**src/rtl/div_radix2.sv**
```systemverilog
// -----------------------------------------------------------------------------
// div_radix2 -- iterative radix-2 restoring divider for the execute stage.
//
// Handles DIV (signed) and DIVU (unsigned). While a divide is in flight the
// block requests an E-stage stall. Afterwards it holds quotient/remainder
// valid for HI/LO until the pipeline advances (ack). An exception flush
// aborts it at any point.
//
// Signed operands are reduced to magnitudes. The unsigned core then produces
// one quotient bit per cycle, and a final FIX cycle restores the signs. The
// quotient takes the sign a^b and the remainder takes the sign of a.
//
// Ports:
//   clk        in   pipeline clock, rising edge
//   resetn     in   asynchronous active-low reset
//   start      in   a valid DIV/DIVU occupies E (level, held until E advances)
//   is_signed  in   1 = DIV, 0 = DIVU; sampled with start in IDLE
//   a, b       in   dividend / divisor; sampled in IDLE
//   flush      in   exception flush of E; aborts any operation
//   ack        in   E stage advances this cycle (releases DONE)
//   stall      out  stall request to the hazard unit (combinational)
//   valid      out  result held valid (state DONE)
//   quotient   out  to LO
//   remainder  out  to HI
// -----------------------------------------------------------------------------
module div_radix2 #(
    parameter int WIDTH = 32
) (
    input  logic             clk,
    input  logic             resetn,
    input  logic             start,
    input  logic             is_signed,
    input  logic [WIDTH-1:0] a,
    input  logic [WIDTH-1:0] b,
    input  logic             flush,
    input  logic             ack,
    output logic             stall,
    output logic             valid,
    output logic [WIDTH-1:0] quotient,
    output logic [WIDTH-1:0] remainder
);

    typedef enum logic [1:0] {
        S_IDLE = 2'd0,
        S_RUN  = 2'd1,
        S_FIX  = 2'd2,
        S_DONE = 2'd3
    } state_t;

    localparam int               CNT_W    = 5;
    localparam logic [CNT_W-1:0] LAST_CNT = CNT_W'(WIDTH - 1);

    state_t           r_state;
    state_t           w_next_state;
    logic [CNT_W-1:0] r_cnt;
    logic [WIDTH-1:0] r_divisor;  // divisor magnitude
    logic [WIDTH-1:0] r_quo;      // dividend bits shift out, quotient bits shift in
    logic [WIDTH-1:0] r_rem;      // partial remainder
    logic             r_sign_q;
    logic             r_sign_r;

    logic             w_a_neg;
    logic             w_b_neg;
    logic [WIDTH-1:0] w_a_mag;
    logic [WIDTH-1:0] w_b_mag;
    logic [WIDTH:0]   w_partial;
    logic [WIDTH:0]   w_trial;
    logic             w_fits;

    // Operand magnitudes. Unsigned operands are never treated as negative.
    // The magnitude of the most negative value is itself, read as unsigned,
    // so the overflow case needs no special handling.
    assign w_a_neg = is_signed & a[WIDTH-1];
    assign w_b_neg = is_signed & b[WIDTH-1];
    assign w_a_mag = w_a_neg ? -a : a;
    assign w_b_mag = w_b_neg ? -b : b;

    // Restoring step. The partial remainder is always below the divisor, so
    // {rem, next dividend bit} is below 2*divisor. The WIDTH+1-bit difference
    // therefore never overflows, and its MSB is the borrow (negative result).
    assign w_partial = {r_rem, r_quo[WIDTH-1]};
    assign w_trial   = w_partial - {1'b0, r_divisor};
    assign w_fits    = ~w_trial[WIDTH];

    // ---------------------------------------------------------------------
    // State register
    // ---------------------------------------------------------------------
    // NOTE: sequential state uses non-blocking (<=) so every flop samples
    // pre-edge values regardless of statement order.
    always_ff @(posedge clk or negedge resetn) begin
        if (!resetn) begin
            r_state <= S_IDLE;
        end else begin
            r_state <= w_next_state;
        end
    end

    // ---------------------------------------------------------------------
    // Next-state logic
    // ---------------------------------------------------------------------
    always_comb begin
        // NOTE: default assignment first, so no path leaves the signal
        // unassigned and no latch is inferred.
        w_next_state = r_state;
        if (flush) begin
            w_next_state = S_IDLE;
        end else begin
            case (r_state)
                S_IDLE: begin
                    if (start) begin
                        w_next_state = (b == '0) ? S_DONE : S_RUN;
                    end
                end
                S_RUN: begin
                    if (r_cnt == LAST_CNT) begin
                        w_next_state = S_FIX;
                    end
                end
                S_FIX:   w_next_state = S_DONE;
                S_DONE: begin
                    if (ack) begin
                        w_next_state = S_IDLE;
                    end
                end
                default: w_next_state = S_IDLE;
            endcase
        end
    end

    // ---------------------------------------------------------------------
    // Outputs
    // ---------------------------------------------------------------------
    // stall is combinational on start/flush, so the instruction is held in E
    // from its first E cycle, and a flush releases E in the same cycle.
    always_comb begin
        valid = (r_state == S_DONE);
        stall = start & ~flush & (r_state != S_DONE);
    end

    assign quotient  = r_quo;
    assign remainder = r_rem;

    // ---------------------------------------------------------------------
    // Datapath
    // ---------------------------------------------------------------------
    // NOTE: the datapath is reset as well because quotient/remainder must
    // read zero straight out of reset; there is no array here to worry about.
    always_ff @(posedge clk or negedge resetn) begin
        if (!resetn) begin
            r_cnt     <= '0;
            r_divisor <= '0;
            r_quo     <= '0;
            r_rem     <= '0;
            r_sign_q  <= 1'b0;
            r_sign_r  <= 1'b0;
        end else if (!flush) begin
            case (r_state)
                S_IDLE: begin
                    if (start) begin
                        if (b == '0) begin
                            // Locally defined divide-by-zero result.
                            r_quo <= '1;
                            r_rem <= a;
                        end else begin
                            r_quo     <= w_a_mag;
                            r_divisor <= w_b_mag;
                            r_rem     <= '0;
                            r_sign_q  <= w_a_neg ^ w_b_neg;
                            r_sign_r  <= w_a_neg;
                            r_cnt     <= '0;
                        end
                    end
                end
                S_RUN: begin
                    r_rem <= w_fits ? w_trial[WIDTH-1:0] : w_partial[WIDTH-1:0];
                    r_quo <= {r_quo[WIDTH-2:0], w_fits};
                    if (r_cnt != LAST_CNT) begin
                        r_cnt <= r_cnt + CNT_W'(1);
                    end
                end
                S_FIX: begin
                    if (r_sign_q) begin
                        r_quo <= -r_quo;
                    end
                    if (r_sign_r) begin
                        r_rem <= -r_rem;
                    end
                end
                default: begin
                    // DONE: result frozen
                end
            endcase
        end
    end

endmodule

```
**config.mk**
```make
export PLATFORM = sky130hd
export DESIGN_NAME = div_radix2
export DESIGN_NICKNAME = d
export VERILOG_FILES = /design/src/rtl/div_radix2.sv
export SDC_FILE = /design/constraint.sdc
export NUM_CORES = 1
export LEC_CHECK = 0
export BUFFER_PORTS_ARGS = -buffer_cell sky130_fd_sc_hd__buf_2
export CAP_MARGIN = 20
export CORE_UTILIZATION = 45
export DETAILED_ROUTE_END_ITERATION = 8
export SYNTH_ARGS = -nofsm -noshare
export SYNTH_HDL_FRONTEND = slang
export SYNTH_SLANG_ARGS = --single-unit
```
**constraint.sdc**
```tcl
create_clock -name clk -period 8.1 [get_ports clk]
set_input_delay 0.405 -clock clk [delete_from_list [all_inputs] [get_ports clk]]
set_output_delay 0.405 -clock clk [all_outputs]
set_load 0.05 [all_outputs]
```
==> results of run 1 <==
path summary, 6_finish.rpt:
kind                                from            end  depth (start not counted)
max reg2reg                 quotient[31]   remainder[7]                         13
max in group asynchronous         resetn   remainder[9]                          2
min                               resetn   quotient[15]                          1
min reg2reg                r_divisor[25]  r_divisor[25]                          2
min in group clk                   flush     r_state[1]                          2
max                         quotient[31]   remainder[7]                         13
cells in the final DEF (no fill, tap or decap), drive strengths merged, types with 6 or more instances in the layout:
master,instances
dfrtp,105
a211o,6
xnor2,65
clkbuf,10
o41ai,10
nor2b,6
o31ai,22
a21o,20
mux2,23
nand4,10
o21ai,105
nor3,65
nand2,151
a22oi,6
nor2,128
xor2,62
buf,146
nand3,21
mux2i,8
or2,6
nand3b,6
nor4,19
and3,10
inv,56
or3,18
ha,43
nand2b,12
a21oi,115
a221oi,28
o211ai,12
or4,13
a211oi,10
o21a,8
a31oi,14
where the power goes:
group | total [mW] | internal, mW | switching (mW) | leakage (nW)
clock | 0.425 | 0.207 | 0.218 | 0.124
sequential | 1.17 | 0.768 | 0.399 | 1.28
combinational | 3.80 | 1.37 | 2.43 | 3.34
total | 5.39 | 2.34 | 3.05 | 4.75
cells by family after synthesis:
family          synth area share
xor+xnor                   0.113
flops                      0.266
simple gates               0.234
mux                       0.0347
compound gates             0.247
buf+inv                   0.0494
fa+ha+maj                 0.0565
worst register-to-register path: stages (launching register included):
cell and delay [ns]:
dfrtp_1 0.38, inv_1 0.08, ha_1 0.23, fa_1 0.39, nand2b_1 0.19, a21oi_1 0.31, o21ai_1 0.18, a21oi_2 0.29
a31oi_1 0.20, xnor2_2 0.15, buf_4 0.39, mux2_2 0.41, a221oi_1 0.29, nor3_1 0.11
sequential cells by signal, summed over array words and instances (netlist names):
name / flops
quotient: 32
r_divisor: 32
remainder: 32
r_cnt: 5
r_state: 2
r_sign_q: 1
r_sign_r: 1
metal layers:
| layer | GRT usage | vias up | wire length [um] |
|---|---|---|---|
| met3 | 0.0306 | 41 | 1810 |
| met5 | 0 | - | 0 |
| met4 | 0.0944 | 0 | 779 |
| li1 | - | 4878 | - |
| met1 | 0.403 | 4628 | 14900 |
| met2 | 0.455 | 351 | 14700 |
final cells by class:
type | instances | area, sq um | share of cell area
Inverter | 56 | 210 | 0.0191
Sequential cell | 105 | 2630 | 0.239
Timing Repair Buffer | 146 | 761 | 0.0691
Clock buffer | 10 | 229 | 0.0208
Tap cell | 275 | 344 | 0.0313
Antenna cell | 1 | 2.50 | 0.000227
Clock inverter | 5 | 33.8 | 0.00307
Multi-Input combinational cell | 1069 | 6800 | 0.618
==> results.py, run 1 <==
metrics = {
    "outcome": {
        "status": "complete, no violations",
    },
    "placed_design": {
        "placed_cell_area_sq_um": 10700,
        "io_buffers": 135,
        "dp_slack_ns": 4.44,
        "dpl.hpwl_um": 23700,
        "placedCellCount": 1651,
        "place.gp.congestion": 0.915,
    },
    "clocking": {
        "clk_path_buf_depth": 2,
        "cts_max_level": 3,
        "tritoncts": "built",
        "cts_hold_buf": 0,
        "clock_latency_ns": 0.36,
        "cts_root_buffer": "clkbuf_16",
        "cts.sinks": 105,
        "cts_resized": 0,
        "clk_pin_slew_ns": 0.08,
        "postCtsSetupBuffers": 0,
        "cts_inserted_buffers": 9,
    },
    "sta": {
        "relSlewSlack": 0.283,
        "timing.fmax_mhz": 268,
        "fin_crit_ns": 3.72,
        "finalSetupViolCount": 0,
        "period_share": 0.460,
        "hold_viol": 0,
        "tightest_slew_ns": 1.07,
        "setup_ws_ns": 4.38,
        "clock_skew_ns": 0.0112,
        "tns_ns": 0,
        "rsz0062_at_grt": "false",
        "fin_hold_ws_ns": 0.0832,
        "finalMaxSlewViolations": 0,
    },
    "worst_setup_path": {
        "critPathArrivalTime_ns": 3.96,
        "cp.buffers_inverters": 2,
        "cp_slowest_stage_delay_ns": 0.39,
        "crit_path_max_fanout": 31,
        "critPathTopFamily": "compound AO/OA/AOI/OAI gates",
        "cp_data_required_time_ns": 8.34,
        "crit_type": "reg2reg",
        "crit_slowest_cell": "fa_1",
        "startpoint_type": "flop",
        "crit_chain": "inv_1, ha_1, fa_1, nand2b_1, a21oi_1, o21ai_1, a21oi_2, a31oi_1, xnor2_2, buf_4, mux2_2, a221oi_1, nor3_1",
        "end_kind": "flop",
        "reg2reg_setup_slack_ns": 4.38,
    },
    "cells_and_area": {
        "filler_cell_count": 2156,
        "final_util": 0.517,
        "nets": 1501,
        "areaGrowthSynthToFinish_pct": 11.3,
        "stdcell_area_sq_um": 11000,
        "fin_cells": 1667,
        "drive_above_1_share": 0.149,
    },
    "synth": {
        "synth_fp_nets": 1416,
        "yosysWarnings": 0,
        "ys_types": 69,
        "ys_top_cells_by_area": "dfrtp_1 (27%), xnor2_1 (5.8%), nand2_1 (5.7%)",
        "synth_area_per_cell_sq_um": 7.59,
        "syn_inst": 1302,
        "netlist_area_sq_um": 9880,
        "synth_common_cells": "nand2_1 (151), nor2_1 (128), a21oi_1 (113)",
        "synth-edff-count": 0,
        "yosys_register_bits": 105,
        "yosysMostFrequentCell": "nand2_1",
        "synth_ff_type": "dfrtp_1",
        "synth_top_area_frac": 0.266,
        "synth-seq-area-share": 0.266,
        "async_flop_share": 1.00,
        "synth_largest_area_cell": "dfrtp_1",
    },
    "route": {
        "firstDrtPassIters": 5,
        "vias": 9898,
        "ant_nets": 0,
        "via_per_inst": 5.94,
        "wire_per_inst_um": 19.3,
        "drc": 0,
        "drt_iter0_drc": 637,
        "wirelength_um": 32200,
    },
    "pwr": {
        "power.density_nw_per_um2": 490,
        "total_power_mw": 5.39,
        "leakage_nw": 4.75,
        "vdd_drop_max_v": 0.000236,
    },
    "die": {
        "die_area_sq_um": 22600,
        "coreArea_sq_um": 21300,
        "io_pins": 136,
        "chipWidth_um": 150,
        "rows": 53,
        "start_util": 0.464,
        "dieHeight_um": 150,
    },
    "min_path": {
        "hold_class": "in2async",
    },
    "global_route": {
        "antenna_found_initial": 1,
        "grt_max_degree": 70,
        "track_usage": 0.286,
        "grt_pass1_wl_um": 49900,
        "gr-total-overflow": 0,
        "grt_pass1_vias": 8971,
    },
    "job": {
        "max_cap_violations": 0,
    },
}
Note: power is estimated with default switching activity, not from simulation.
==> run 2, diff against run 1 <==
PLACE_DENSITY = 0.67   (was default)
clock period = 3.1 ns   (was 8.1 ns; I/O delays follow)
==> results.py, run 2 (synthesis results as in run 1) <==
metrics = {
    "worst_setup_path": {
        "crit_path_max_fanout": 4,
        "cp_data_required_time_ns": 3.35,
        "end_kind": "flop",
        "crit_type": "reg2reg",
        "reg2reg_depth": 11,
        "critPathArrivalTime_ns": 3.36,
        "startpoint_type": "flop",
    },
    "route": {
        "via_per_inst": 5.98,
        "highest_layer": "met4",
        "m1WireLength_um": 14400,
        "drt_iter0_drc": 1031,
        "firstDrtPassIters": 6,
        "wirelength_um": 33100,
        "ant_nets": 0,
        "drc": 0,
        "wire_per_inst_um": 18.9,
        "route.met3.wl_um": 2820,
        "vias": 10484,
        "wl_met2_um": 14800,
    },
    "clocking": {
        "cts.sinks": 105,
        "cts_root_buffer": "clkbuf_16",
        "cts_max_level": 3,
        "cts_inserted_buffers": 9,
        "clk_path_buf_depth": 2,
        "tritoncts": "built",
        "clk_pin_slew_ns": 0.08,
        "clock_latency_ns": 0.37,
    },
    "min_path": {
        "whs_path_depth": 2,
        "hold_class": "in2reg",
    },
    "placed_design": {
        "io_buffers": 135,
        "dpl.hpwl_um": 25000,
        "placedCellCount": 1733,
        "place.gp.congestion": 0.943,
    },
    "die": {
        "io_pins": 136,
        "rows": 53,
        "chipWidth_um": 150,
        "coreArea_sq_um": 21300,
        "die_area_sq_um": 22600,
        "dieHeight_um": 150,
        "start_util": 0.464,
    },
    "global_route": {
        "gr-total-overflow": 0,
        "grt_max_degree": 69,
        "grt_pass1_vias": 9471,
        "grt_pass1_wl_um": 51300,
        "antenna_found_initial": 1,
        "track_usage": 0.293,
    },
    "cells_and_area": {
        "final_common_cell": "nand2_1",
        "diodes": 0,
        "final_util": 0.569,
        "nets": 1587,
        "final_cell_mix": "nand2_1 (151), buf_2 (134), nor2_1 (126)",
        "fin_cells": 1753,
        "drive_above_1_share": 0.233,
        "areaGrowthSynthToFinish_pct": 22.5,
    },
    "sta": {
        "finalSetupViolCount": 1,
        "setup_ws_ns": -0.0102,
        "timing.fmax_mhz": 322,
        "relSlewSlack": 0.296,
        "finalMaxSlewViolations": 0,
        "fin_crit_ns": 3.11,
        "fin_hold_ws_ns": 0.0325,
        "period_share": 1.00,
        "hold_viol": 0,
        "rsz0062_at_grt": "true",
        "tns_ns": -0.0102,
        "clock_skew_ns": 0.0138,
        "tightest_slew_ns": 1.05,
    },
    "pwr": {
        "power.density_nw_per_um2": 1340,
        "total_power_mw": 16.3,
        "vdd_drop_max_v": 0.000556,
        "leakage_nw": 5.30,
    },
    "outcome": {
        "violations": "negative setup slack",
        "status": "complete, but fails checks",
    },
    "job": {
        "max_cap_violations": 0,
    },
}
==> run 2: routing by layer <==
layer  up-vias  global-route usage
met5         -                   0
met1      4873               0.408
met3        67              0.0476
li1       5059                   -
met2       485               0.460
met4         0              0.0939
==> run 2: power by group <==
group	total (mW)	leakage, nW	switching (mW)	internal [mW]
registers	2.73	1.26	0.695	2.03
clock network	1.39	0.171	0.571	0.817
logic	12.2	3.87	7.36	4.79
==> run 2: area by class of cell <==
class / count / area (sq um)
multi-input cells: 1069 / 7050
clock buffers: 10 / 239
well taps: 275 / 344
fillers: 2006 / 9180
clock inverters: 6 / 114
repair buffers: 232 / 1510
flip-flops and latches: 105 / 2650
inverters: 56 / 210
==> run 2: critical path: stages (launching register included) <==
cell and delay, ns:
dfrtp_2 0.41, ha_1 0.31, a21o_1 0.20, or2_2 0.32, o21a_1 0.21, o311ai_1 0.35, buf_4 0.18, a21oi_1 0.12
or3_1 0.37, nand4_1 0.10, a21oi_1 0.07, o32a_1 0.34
==> run 2: final timing paths <==
| kind | start | slack, ns | end |
|---|---|---|---|
| worst max-delay path | remainder[6] | -0.01 | remainder[26] |
| worst min register to register | r_divisor[27] | 0.48 | r_divisor[27] |
| worst max register to register | remainder[6] | -0.01 | remainder[26] |
| worst min-delay path | flush | 0.03 | r_state[1] |
| min in group asynchronous | resetn | 0.33 | quotient[15] |
| max in group asynchronous | resetn | 1.98 | remainder[16] |
==> run 2: through the flow <==
stage / instance area [sq um] / setup slack [ns]
final: 12100 / -0.0102
after global routing: 12100 / -0.0925
after CTS: 11900 / 0.0269
after detailed placement: 11600 / 0.000254
after global placement: 11600 / 0.0396
after floorplan: 10100 / -0.0481
==> run 2: repair_timing <==
action / CTS / global route
pin swaps: 1 / 4
cloned: 0 / 2
setup buffers: 0 / 1
endpoints found under the setup margin: 2 / 27
endpoints found under the hold margin: 46 / 0
hold buffers: 1 / 0
resized for setup: 2 / 21
==> run 3, diff against run 2 <==
CAP_MARGIN = 30   (was 20)
PLACE_DENSITY = default   (was 0.67)
clock period = 3.5 ns   (was 3.1 ns; I/O delays follow)
==> results.py, run 3 (synthesis results as in run 1) <==
metrics = {
    "outcome": {
        "status": "complete, no violations",
    },
    "route": {
        "firstDrtPassIters": 5,
        "wirelength_um": 33300,
        "ant_nets": 0,
        "wire_per_inst_um": 19.3,
        "via_per_inst": 5.94,
        "drt_iter0_drc": 692,
        "drc": 0,
        "vias": 10234,
    },
    "sta": {
        "hold_viol": 0,
        "finalMaxSlewViolations": 0,
        "clock_skew_ns": 0.0152,
        "fin_crit_ns": 3.34,
        "timing.fmax_mhz": 299,
        "period_share": 0.954,
        "tightest_slew_ns": 0.823,
        "finalSetupViolCount": 0,
        "tns_ns": 0,
        "rsz0062_at_grt": "false",
        "relSlewSlack": 0.449,
    },
    "cells_and_area": {
        "final_common_cell": "nand2_1",
        "diodes": 0,
        "drive_above_1_share": 0.183,
        "filler_cell_count": 2115,
        "register_area_sq_um": 2630,
        "multiInputGateArea_sq_um": 6800,
        "areaGrowthSynthToFinish_pct": 16.8,
        "nets": 1558,
        "final_cell_mix": "nand2_1 (151), buf_2 (134), nor2_1 (128)",
        "stdcell_area_sq_um": 11500,
    },
    "clocking": {
        "cts_inserted_buffers": 9,
        "clock_latency_ns": 0.37,
        "cts_hold_buf": 1,
        "cts_resized": 0,
        "postCtsSetupBuffers": 0,
        "clk_pin_slew_ns": 0.08,
        "cts_max_level": 3,
        "cts_root_buffer": "clkbuf_16",
        "clk_path_buf_depth": 2,
        "tritoncts": "built",
        "cts.sinks": 105,
    },
    "global_route": {
        "grt_pass1_vias": 9302,
        "grt_pass1_wl_um": 51700,
        "track_usage": 0.297,
        "grt_max_degree": 70,
        "antenna_found_initial": 0,
        "gr-total-overflow": 0,
    },
    "die": {
        "io_pins": 136,
        "start_util": 0.464,
        "die_area_sq_um": 22600,
        "dieHeight_um": 150,
        "chipWidth_um": 150,
        "rows": 53,
        "coreArea_sq_um": 21300,
    },
    "pwr": {
        "leakage_nw": 5.07,
        "power.density_nw_per_um2": 1150,
        "vdd_drop_max_v": 0.000587,
    },
    "placed_design": {
        "dpl.hpwl_um": 25500,
        "io_buffers": 135,
        "place.gp.congestion": 0.968,
        "placed_cell_area_sq_um": 11200,
    },
    "worst_setup_path": {
        "crit_type": "reg2reg",
        "reg2reg_depth": 13,
        "cp_data_required_time_ns": 3.74,
        "startpoint_type": "flop",
        "critPathArrivalTime_ns": 3.57,
        "reg2reg_setup_slack_ns": 0.16,
        "end_kind": "flop",
        "crit_path_max_fanout": 31,
    },
    "job": {
        "max_cap_violations": 0,
    },
    "min_path": {
        "hold_class": "in2reg",
        "whs_path_depth": 2,
    },
}
-- run 3: cell type report --
class	count	area share
multi-input cells	1069	0.589
flip-flops and latches	105	0.228
repair buffers	203	0.108
well taps	275	0.0298
clock buffers	12	0.0213
inverters	56	0.0182
clock inverters	4	0.00661
-- run 3: report_power, final --
group          switching, mW  internal [mW]
registers              0.661           1.78
logic                   6.06           3.65
clock network          0.522          0.652
total                   7.25           6.08
-- run 3: critical path: stages (launching register included) --
cell and delay [ns]:
dfrtp_2 0.36, inv_1 0.05, ha_1 0.22, fa_1 0.41, nand2b_1 0.19, a21oi_1 0.22, o21ai_1 0.14, a21oi_2 0.20
a31oi_1 0.18, xnor2_2 0.21, buf_12 0.23, mux2_2 0.36, a221oi_1 0.32, nor3_1 0.10
-- run 3: final timing paths --
path,endpoint,from
worst max-delay path,remainder[15],quotient[31]
worst max register to register,remainder[15],quotient[31]
worst min-delay path,r_state[1],flush
min in group asynchronous,quotient[15],resetn
max in group asynchronous,remainder[9],resetn
worst min register to register,r_divisor[20],r_divisor[20]
-- run 3: per-stage QoR --
step                      hold slack [ns]  setup slack (ns)  power, mW  utilization  cells
after floorplan                    -0.121            0.0427       9.21            -   1302
after global placement              0.257             0.250       12.0        0.526   1706
after detailed placement            0.271             0.196       12.0        0.527   1707
after CTS                          0.0310             0.178       13.2        0.543   1724
after global routing               0.0371            0.0136       14.3        0.543   1724
final                              0.0351             0.161       13.3        0.543   1724
-- run 3: per-layer routing --
| metal | global-route usage | part of all wire |
|---|---|---|
| met1 | 0.409 | 0.45 |
| met4 | 0.0788 | 0.017 |
| met3 | 0.0464 | 0.074 |
| met2 | 0.482 | 0.46 |
| met5 | 0 | 0 |
